<file path="src/rtl/tenkey_debounce.sv">
// Ten-key keypad front end: synchronizes raw switches, debounces a single
// pressed digit and emits one registered one-hot pulse per accepted press.
module tenkey_debounce #(
  parameter int unsigned DEBOUNCE_CYCLES = 16
) (
  input  logic       clk,
  input  logic       rst,
  input  logic [9:0] sw_raw,
  output logic [9:0] tenkey,
  output logic       key_valid,
  output logic [3:0] key_code,
  output logic       multi_err,
  output logic       busy
);

  typedef enum logic [1:0] {IDLE, DEBOUNCE, RELEASE} state_t;

  localparam logic [7:0] LAST = 8'(DEBOUNCE_CYCLES - 1);

  state_t     state, state_n;
  logic [7:0] cnt, cnt_n;
  logic [9:0] cand, cand_n;
  logic [9:0] sync_meta, sync;
  logic [9:0] tenkey_n;
  logic       multi_err_n;
  logic       one_hot, multi_hot;

  function automatic logic [3:0] encode(input logic [9:0] v);
    encode = 4'hF;
    for (int i = 0; i < 10; i++)
      if (v[i]) encode = 4'(i);
  endfunction

  always_comb begin
    one_hot   = (sync != '0) && ((sync & (sync - 10'd1)) == '0);
    multi_hot = (sync != '0) && !one_hot;
  end

  // NOTE: every variable gets a default first so no path leaves one unassigned (no latches).
  always_comb begin
    state_n     = state;
    cnt_n       = cnt;
    cand_n      = cand;
    tenkey_n    = '0;
    multi_err_n = 1'b0;
    unique case (state)
      IDLE: begin
        if (one_hot) begin
          cand_n  = sync;
          cnt_n   = 8'd1;
          state_n = DEBOUNCE;
        end else if (multi_hot) begin
          multi_err_n = 1'b1;
          cnt_n       = '0;
          state_n     = RELEASE;
        end
      end
      DEBOUNCE: begin
        if (sync == cand) begin
          if (cnt == LAST) begin
            tenkey_n = cand;
            cnt_n    = '0;
            state_n  = RELEASE;
          end else begin
            cnt_n = cnt + 8'd1;
          end
        end else if (sync == '0) begin
          cnt_n   = '0;
          state_n = IDLE;
        end else if (one_hot) begin
          cand_n = sync;
          cnt_n  = 8'd1;
        end else begin
          multi_err_n = 1'b1;
          cnt_n       = '0;
          state_n     = RELEASE;
        end
      end
      RELEASE: begin
        // Leave only after DEBOUNCE_CYCLES consecutive all-released samples.
        if (sync != '0) begin
          cnt_n = '0;
        end else if (cnt == LAST) begin
          cnt_n   = '0;
          state_n = IDLE;
        end else begin
          cnt_n = cnt + 8'd1;
        end
      end
      default: state_n = IDLE;
    endcase
  end

  // NOTE: sequential state uses non-blocking assignments so all flops update together.
  always_ff @(posedge clk) begin
    if (rst) begin
      state     <= IDLE;
      cnt       <= '0;
      cand      <= '0;
      sync_meta <= '0;
      sync      <= '0;
      tenkey    <= '0;
      key_valid <= 1'b0;
      key_code  <= 4'hF;
      multi_err <= 1'b0;
    end else begin
      state     <= state_n;
      cnt       <= cnt_n;
      cand      <= cand_n;
      sync_meta <= sw_raw;
      sync      <= sync_meta;
      tenkey    <= tenkey_n;
      key_valid <= |tenkey_n;
      key_code  <= encode(tenkey_n);
      multi_err <= multi_err_n;
    end
  end

  assign busy = (state != IDLE);

endmodule

</file>
<file path="config.mk">
export PLATFORM = sky130hd
export DESIGN_NAME = tenkey_debounce
export DESIGN_NICKNAME = d
export VERILOG_FILES = /design/src/rtl/tenkey_debounce.sv
export SDC_FILE = /design/constraint.sdc
export NUM_CORES = 1
export LEC_CHECK = 0
export CAP_MARGIN = 20
export CORE_MARGIN = 2
export CORE_UTILIZATION = 54
export CTS_BUF_LIST = sky130_fd_sc_hd__clkbuf_16
export DETAILED_ROUTE_END_ITERATION = 10
export PLACE_DENSITY = 0.78
export SYNTH_ARGS = -nofsm -noshare
export SYNTH_HDL_FRONTEND = slang
export SYNTH_SLANG_ARGS = --single-unit
</file>
<file path="constraint.sdc">
create_clock -name clk -period 2.85 [get_ports clk]
set_input_delay 0.4275 -clock clk [delete_from_list [all_inputs] [get_ports clk]]
set_output_delay 0.4275 -clock clk [all_outputs]
set_load 0.005 [all_outputs]
</file>
==> results.tsv <==
stage	metric	value	unit
pwr	IR drop worst, VDD	0.366	mV
worst_hold_path	Worst Min Path Start	sync_meta[3]	
sta	fin crit share	86.7	%
sta	RSZ-0062 raised after global routing	no	
global_routing	number of global-route vias before repair	1590	
job	max-cap viol count	0	
setup_path	CP endpoint kind	flop	
setup_path	worst r2r path cells	6	
clocking	CTS tree	yes	
worst_hold_path	Hold Path Depth	1	
pwr	Net Sw Frac	28.6	%
clocking	Sink Count	56	
global_routing	initial antenna violation count	0	
layout	number of diodes	0	
yosys	Top FF cell, synth	dfxtp_1	
floorplanning	num ports	29	
clocking	clk buf depth	2	
layout	layout cell share with drive strength beyond 1	5.45	%
clocking	hold buffers post-CTS	0	
routing	initial drt markers	99	
yosys	Synth area leader	dfxtp_1	
floorplanning	starting density of the core	57.3	%
routing	# DRC	0	
yosys	sequential share of the synthesized area	47.9	%
global_routing	largest net degree at the start of global routing	35	
yosys	syn_nets	264	
clocking	clock-pin transition on the worst setup and hold timing paths	70	ps
clocking	H-tree Lvls	2	
yosys	Netlist cell types	45	
setup_path	CP Class	reg -> reg	
routing	final wirelength	4.02	mm
sta	final setup TNS	0	ps
floorplanning	Die Ht	69.8	um
layout	Area growth, synth to finish	20.3	%
global_routing	grt total ovfl	0	
yosys	number of enable flip-flop cells after synthesis	0	
setup_path	crit path DAT	2690	ps
sta	Slew headroom	56.7	%
placed_design	GPL Wtd Cong	0.891	
setup_path	R2R Path Start	sync[0]	
layout	fill cell count	353	
routing	Vias/cell	5.49	
pwr	combinational power share	24.0	%
pwr	Internal	1.45	mW
routing	vias	1784	
yosys	largest cells by area after synthesis	dfxtp_1 (48%), nor2b_1 (5.6%), mux2i_1 (4.7%)	
pwr	Leakage	1.10	nW
routing	WL per Instance	12.4	um
sta	post-route minimum period	2470	ps
sta	max-slew violation count	0	
yosys	area share of the largest cell type after synthesis	47.9	%
pwr	pwr/cell area	721	nW/um^2
sta	worst slew pin tran	649	ps
floorplanning	die width	69.8	um
global_routing	global-route wire length before repair	6.93	mm
sta	# setup viols final	0	
sta	Peak Freq	405	MHz
sta	clock skew	2.91	ps
setup_path	Worst Setup SP	sync[0]	
clocking	Worst-Skew Late Latency	290	ps
floorplanning	FP Rows	23	
yosys	synthesized area	2340	um^2
yosys	Async S/R FF share, synth	0	%
clocking	CTS resizes	0	
layout	register area	1120	um^2
global_routing	GR Util All Layers	17.4	%
floorplanning	full die area	4880	um^2
sta	Hold Worst Slack	434	ps
pwr	Tot Pwr	2.03	mW
yosys	Seq cells post-synth	56	
yosys	Avg Cell Area, Syn	9.44	um^2
yosys	yosys warns	0	
pwr	switching power	581	uW
floorplanning	Core Footprint	4090	um^2
setup_path	worst-path maximum fanout	10	
clocking	Root Buffer	clkbuf_16	
setup_path	Critical Path RT	3070	ps
layout	Final #Nets	290	
sta	Hold Violations, Final	0	
layout	area taken by multi-input logic gates	1130	um^2
clocking	setup bufs post-CTS	0	
worst_hold_path	Hold WC Path Type	reg -> reg	
yosys	Mapped Cells	248	
setup_path	Setup crit start kind	flop	
pwr	clock share of power	33.1	%
routing	post-route ant nets	0	
placed_design	PortBufs	28	
run_status	status	finished clean	
routing	1st-pass router iterations	4	
pwr	part of the power in registers	42.9	%
placed_design	Detail Placement HPWL	2.83	mm
clocking	total CTS buffers	5	
power by group through the flow:
stage	sequential, mW	clock, mW	combinational [mW]
after global routing	0.878	0.720	0.536
after floorplan	0.876	0	0.385
after global placement	0.887	0	0.478
after detailed placement	0.888	0	0.479
after CTS	0.871	0.687	0.481
final	0.872	0.672	0.487
per-layer routing:
metal	GRT usage (%)	share of wire [%]
met4	6.84	1.6
met5	0	0
met1	21.8	46
met2	28.4	46
met3	4.94	6.2
critical path, cell delays in order, from the launching register on:
cell and delay [ps]:
dfxtp_1 350, or4_4 600, a2111oi_4 290, o32ai_1 160
a21oi_2 230, o211a_1 520, mux2i_1 240
cell type report:
class | count | share of cell area, %
multi-input cells | 170 | 40.0
flip-flops and latches | 56 | 39.8
repair buffers | 30 | 10.5
clock inverters | 3 | 1.51
well taps | 50 | 2.22
inverters | 11 | 1.47
clock buffers | 5 | 4.44
state kept, by name, summed over array words and instances, names as in the netlist:
| register | cells |
|---|---|
| key_code | 4 |
| key_valid | 1 |
| cand | 10 |
| cnt | 8 |
| state | 2 |
| multi_err | 1 |
| sync | 10 |
| tenkey | 10 |
| sync_meta | 10 |
cell families (layout without fill, tap and decap cells):
group / count (synthesis) / after routing / share of synthesized area (%)
AOI/OAI and AO/OA: 34 / 34 / 11.5
xor gates and xnor gates: 15 / 15 / 5.61
adders and majority gates: 5 / 5 / 2.57
buffers and inverters: 22 / 49 / 3.96
DFF: 56 / 56 / 47.9
muxes: 11 / 11 / 4.70
and+or+nand+nor: 105 / 105 / 23.8
synthesized netlist by cell type (2+ instances only):
| master | number |
|---|---|
| clkbuf_1 | 8 |
| nor2_1 | 11 |
| o211ai_1 | 2 |
| o21bai_1 | 2 |
| buf_2 | 2 |
| o21a_1 | 2 |
| o31ai_1 | 5 |
| or4_1 | 2 |
| mux2i_1 | 11 |
| or3_1 | 2 |
| nor3_1 | 11 |
| and2_1 | 7 |
| nand3_1 | 6 |
| xnor2_1 | 3 |
| a31oi_1 | 2 |
| nor4_1 | 10 |
| nor3b_1 | 2 |
| nor2b_1 | 21 |
| o21ai_0 | 2 |
| a21oi_1 | 6 |
| dfxtp_1 | 56 |
| ha_1 | 4 |
| xor2_1 | 12 |
| nand2_1 | 27 |
| or2_2 | 2 |
| inv_1 | 11 |
cell usage in the layout, fill, tap and decap left out, types with 4 or more instances in the layout:
cell,netlist,layout
clkbuf_16,0,5
nor3_1,11,11
ha_1,4,4
mux2i_1,11,11
nor4_1,10,10
a21oi_1,6,6
dfxtp_1,56,56
and2_1,7,7
nand3_1,6,6
nor2_1,11,11
nand2_1,27,27
inv_1,11,11
o31ai_1,5,5
nor2b_1,21,21
xor2_1,12,12
clkdlybuf4s50_1,0,28
stage by stage:
| stage | worst slack, ps | util [%] | cell area [um^2] | instances |
|---|---|---|---|---|
| after floorplan | 807 | - | 2340 | 248 |
| after global placement | 484 | 64.8 | 2650 | 317 |
| after detailed placement | 431 | 64.8 | 2650 | 317 |
| after CTS | 405 | 68.9 | 2820 | 325 |
| after global routing | 188 | 68.9 | 2820 | 325 |
| final | 380 | 68.9 | 2820 | 325 |
path summary, 6_finish.rpt:
kind                   to  slack [ps]
setup / recovery  cand[4]         380
hold / removal    sync[3]         430
setup reg to reg  cand[4]         380
hold reg to reg   sync[3]         430
(Power assumes the default switching activity.)
==> edit 1, RTL diff (same settings) <==
`tenkey` no longer has a reset.
--- a/src/rtl/tenkey_debounce.sv
+++ b/src/rtl/tenkey_debounce.sv
@@ -100,5 +100,4 @@
       sync_meta <= '0;
       sync      <= '0;
-      tenkey    <= '0;
       key_valid <= 1'b0;
       key_code  <= 4'hF;
@@ -110,5 +109,4 @@
       sync_meta <= sw_raw;
       sync      <= sync_meta;
-      tenkey    <= tenkey_n;
       key_valid <= |tenkey_n;
       key_code  <= encode(tenkey_n);
@@ -117,4 +115,8 @@
   end
 
+  always_ff @(posedge clk) begin
+    tenkey <= tenkey_n;
+  end
+
   assign busy = (state != IDLE);
 
Behaviour: no difference found for any inputs over 10 cycles, from zero or initial values and one cycle with rst high; that may be too few to reach the edited logic, so the function may still have changed.
==> edit 1 against the original RTL <==
- routed wire length increased by 0.17%
- setup slack improved by 0.21 ns
- area after synthesis decreased by 1.9%
- combinational power fell by 8.2%
- final area decreased by 2.0%
- total power decreased by 6.7%
- sequential cell count unchanged
- critical endpoint is now cand[8]
==> edit 1: results (changes against the original RTL) <==
Global route
  • Vias in the first global route: 1681 (was 1590)
  • Total Routing Usage GR: 0.181 (was 0.174)
  • First-pass GRT wire length: 7160 um (was 6930 um)
  • Pin count of the biggest net entering global routing: 29 (was 35)

Clocking
  • Longest Clk Path Bufs: 2 (unchanged)
  • Worst-path clk slew: 0.06 ns
  • CTS buffer count: 5 (unchanged)
  • H-tree Lvls: 2 (unchanged)
  • CTS Root Cell: clkbuf_16 (unchanged)
  • Post-CTS Setup Bufs: 0 (unchanged)

Placement
  • Final RePlAce weighted congestion: 0.831 (was 0.891)
  • Port-buffer cells: 28 (unchanged)
  • DPL Wire Length: 2860 um (was 2830 um)

Pwr
  • Worst VDD drop: 0.000408 V (was 0.000366 V)
  • Pleak: 1.10 nW (about the same)

Logic synthesis
  • Sequential area share after synthesis: 0.488 (was 0.479)
  • Synth top cells by count: dfxtp_1 (56), nor2_1 (30), nor2b_1 (20) (was dfxtp_1 (56), nand2_1 (27), nor2b_1 (21))
  • Net Count, Synth: 252 (was 264)
  • Yosys cell types: 48 (was 45)
  • Area contributors post-synth: dfxtp_1 (49%), xor2_1 (6.1%), nor2b_1 (5.4%) (was dfxtp_1 (48%), nor2b_1 (5.6%), mux2i_1 (4.7%))
  • Yosys warns: 0 (unchanged)
  • Ys async rst share: 0 (unchanged)

STA
  • Setup Skew: 0.00287 ns (was 0.00291 ns)
  • Final min period: 2.26 ns (was 2.47 ns)
  • Normalized max-slew margin: 0.524 (was 0.567)

Route
  • Initial DRC count: 136 (was 99)
  • DRT Pass-1 Iters: 4 (unchanged)
  • Total Wirelength: 4030 um (was 4020 um)
  • Vias per cell: 5.45 (was 5.49)

Worst setup path
  • Worst Path Max Fanout: 10 (unchanged)
  • CP arrival: 2.43 ns (was 2.69 ns)

Final layout
  • Final nets: 283 (was 290)
  • Share of cells above drive strength 1: 0.0637 (was 0.0545)

Outcome
  • Run status: finished clean (unchanged)
edit 1: cell count changes after synthesis, sizes merged, moves of 3 or more:
| cell | delta |
|---|---|
| and2 | +3 |
| clkbuf | -5 |
| inv | -3 |
| nand2 | -20 |
| nand4 | +3 |
| nor2 | +19 |
| o31ai | -4 |
| xnor2 | -3 |
| xor2 | +4 |
edit 1: logic make-up after synthesis:
| logic type | after synthesis | synth area share |
|---|---|---|
| xor gates and xnor gates | 16 | 0.0610 |
| muxes | 11 | 0.0480 |
| adders and majority gates | 5 | 0.0262 |
| and+or+nand+nor | 105 | 0.254 |
| DFF | 56 | 0.488 |
| buffers and inverters | 14 | 0.0267 |
| AOI/OAI and AO/OA | 29 | 0.0954 |
edit 1: final timing paths:
path | end | start | cells past startpoint | slack (ns)
hold reg to reg | sync[3] | sync_meta[3] | 1 | 0.44
setup reg to reg | cand[8] | sync[1] | 7 | 0.59
setup / recovery | cand[8] | sync[1] | 7 | 0.59
hold / removal | sync[3] | sync_meta[3] | 1 | 0.44
edit 1: cell type report:
class	instances	area, sq um
fillers	339	1300
flip-flops and latches	56	1120
multi-input cells	166	1110
repair buffers	30	295
clock buffers	5	125
well taps	50	62.6
inverters	8	30.0
clock inverters	2	12.5
edit 1: worst max-delay path, cell delays in order, from the launching register on:
cell	delay, ns
dfxtp_1	0.37
or4_4	0.56
a2111oi_1	0.33
o32ai_1	0.19
a211oi_2	0.17
buf_4	0.24
mux2i_1	0.22
nor2_1	0.05
edit 1: metal layers:
layer	routed length [um]	track usage	up-vias
li1	-	-	884
met1	1790	0.214	792
met2	2010	0.321	47
met3	173	0.0407	6
met4	56	0.0632	0
met5	0	0	-
edit 1: stage by stage:
stage | cell area, sq um | util | total power, mW | setup WS, ns | cells
finish | 2760 | 0.680 | 1.89 | 0.592 | 317
global route | 2760 | 0.680 | 2.00 | 0.402 | 317
CTS | 2760 | 0.680 | 1.90 | 0.587 | 317
detailed placement | 2620 | 0.646 | 1.33 | 0.591 | 310
global placement | 2620 | 0.646 | 1.33 | 0.667 | 310
floorplan | 2300 | - | 1.23 | 0.763 | 236
edit 1: report_power, final:
group	internal [mW]	leakage (nW)	switching [mW]	total [mW]
combinational	0.205	0.576	0.243	0.447
sequential	0.827	0.457	0.0507	0.877
clock	0.319	0.0657	0.251	0.570
==> edit 2, RTL diff (same flow settings) <==
Made on the original files. Set the parameter `DEBOUNCE_CYCLES` to 8 (it was 16).
--- a/src/rtl/tenkey_debounce.sv
+++ b/src/rtl/tenkey_debounce.sv
@@ -2,5 +2,5 @@
 // pressed digit and emits one registered one-hot pulse per accepted press.
 module tenkey_debounce #(
-  parameter int unsigned DEBOUNCE_CYCLES = 16
+  parameter int unsigned DEBOUNCE_CYCLES = 8
 ) (
   input  logic       clk,
Function: same outputs for any inputs over 10 cycles, from zero or initial values and one cycle with rst high; that may be too few to reach the edited logic, so the function may still have changed.
==> edit 2 against the original RTL <==
- critical path type unchanged
- highest routed layer unchanged
- routed wire length is 0.17% lower
- final cell count shrank 2.8%
- total power barely moved
- area after synthesis up 0.32%
- setup slack gained 0.036 ns
- fmax up 1.5%
- final area grew 0.31%
- sequential cell count unchanged
- clock skew grew 0.0017 ns
==> edit 2: results (changes against the original RTL) <==
Global route
  • First-pass GRT wire length: 6980 um (was 6930 um)
  • Pin count of the biggest net entering global routing: 21 (was 35)
  • Vias in the first global route: 1576 (was 1590)
  • Total Routing Usage GR: 0.174 (about the same)

Logic synthesis
  • Sequential area share after synthesis: 0.477 (was 0.479)
  • Net Count, Synth: 250 (was 264)
  • Area contributors post-synth: dfxtp_1 (48%), nor2b_1 (5.6%), mux2i_1 (4.7%) (unchanged)
  • Synthesized instance count: 234 (was 248)
  • Synth top cells by count: dfxtp_1 (56), nor2_1 (28), nor2b_1 (21) (was dfxtp_1 (56), nand2_1 (27), nor2b_1 (21))
  • Yosys cell types: 54 (was 45)

Placement
  • DPL Wire Length: 2860 um (was 2830 um)
  • Final RePlAce weighted congestion: 0.829 (was 0.891)

Worst setup path
  • CP arrival: 2.61 ns (was 2.69 ns)
  • Worst Reg-to-Reg Cells: 7 (was 6)
  • R2R Path Start: sync[1] (was sync[0])
  • Crit path to: cand[0] (was cand[4])
  • Crit path max-delay family: simple AND/OR/NAND/NOR gates (was compound AO/OA/AOI/OAI gates)
  • R2r setup slk: 0.42 ns (was 0.38 ns)

Route
  • Total number of vias: 1733 (was 1784)
  • DRT Pass-1 Iters: 5 (was 4)
  • Total Wirelength: 4010 um (was 4020 um)
  • Initial DRC count: 59 (was 99)

Hold path
  • Hold crit path type: flop to flop (unchanged)
  • Worst hold start: sync_meta[6] (was sync_meta[3])

Pwr
  • Worst VDD drop: 0.000362 V (was 0.000366 V)
  • Pleak: 1.03 nW (was 1.10 nW)

STA
  • Hold Vio Cnt, Final: 0 (unchanged)
  • Tightest Pin Transition: 0.725 ns (was 0.649 ns)
  • Setup Skew: 0.00456 ns (was 0.00291 ns)

Final layout
  • Post-route insts no fill: 316 (was 325)
  • Share of cells above drive strength 1: 0.0827 (was 0.0545)
  • Final nets: 281 (was 290)

Outcome
  • Run status: finished clean (unchanged)
## edit 2: worst min path at each step
stage	slack (ns)	to	cells past startpoint
6_report	0.44	sync[6]	1
3_3_place_gp	0.42	sync[7]	1
4_1_cts	0.44	sync[5]	1
2_1_floorplan	0.41	sync[0]	1
3_5_place_dp	0.42	sync[5]	1
5_1_grt	0.45	sync[5]	1
## edit 2: layout make-up
type / instances / area (sq um)
Sequential cell: 56 / 1120
Clock buffer: 5 / 125
Timing Repair Buffer: 32 / 310
Fill cell: 317 / 1260
Clock inverter: 3 / 38.8
Inverter: 8 / 30.0
Multi-Input combinational cell: 162 / 1140
Tap cell: 50 / 62.6
## edit 2: stage by stage
step	power, mW	util	hold slack, ns	area, sq um	setup WS, ns
global route	2.14	0.691	0.452	2820	0.272
finish	2.03	0.691	0.435	2820	0.416
CTS	2.04	0.691	0.438	2820	0.378
global placement	1.38	0.651	0.419	2660	0.467
detailed placement	1.38	0.651	0.423	2660	0.421
floorplan	1.26	-	0.414	2350	0.573
## edit 2: routing by layer
metal,share of wire,global-route usage
met4,0.015,0.0620
met3,0.040,0.0433
met2,0.48,0.288
met5,0,0
met1,0.46,0.221
## edit 2: logic make-up after synthesis
kind of cell               after synthesis  share of synthesized area
muxes                                   11                     0.0469
and+or+nand+nor                        103                      0.248
AOI/OAI and AO/OA                       27                      0.104
xor gates and xnor gates                16                     0.0597
buffers and inverters                   16                     0.0389
adders and majority gates                5                     0.0256
DFF                                     56                      0.477
## edit 2: report_power, final
| part | switching, mW | internal (mW) | total [mW] | leakage (nW) |
|---|---|---|---|---|
| clock network | 0.257 | 0.410 | 0.667 | 0.0850 |
| logic | 0.267 | 0.226 | 0.494 | 0.493 |
| registers | 0.0443 | 0.827 | 0.871 | 0.457 |
| total | 0.569 | 1.46 | 2.03 | 1.03 |
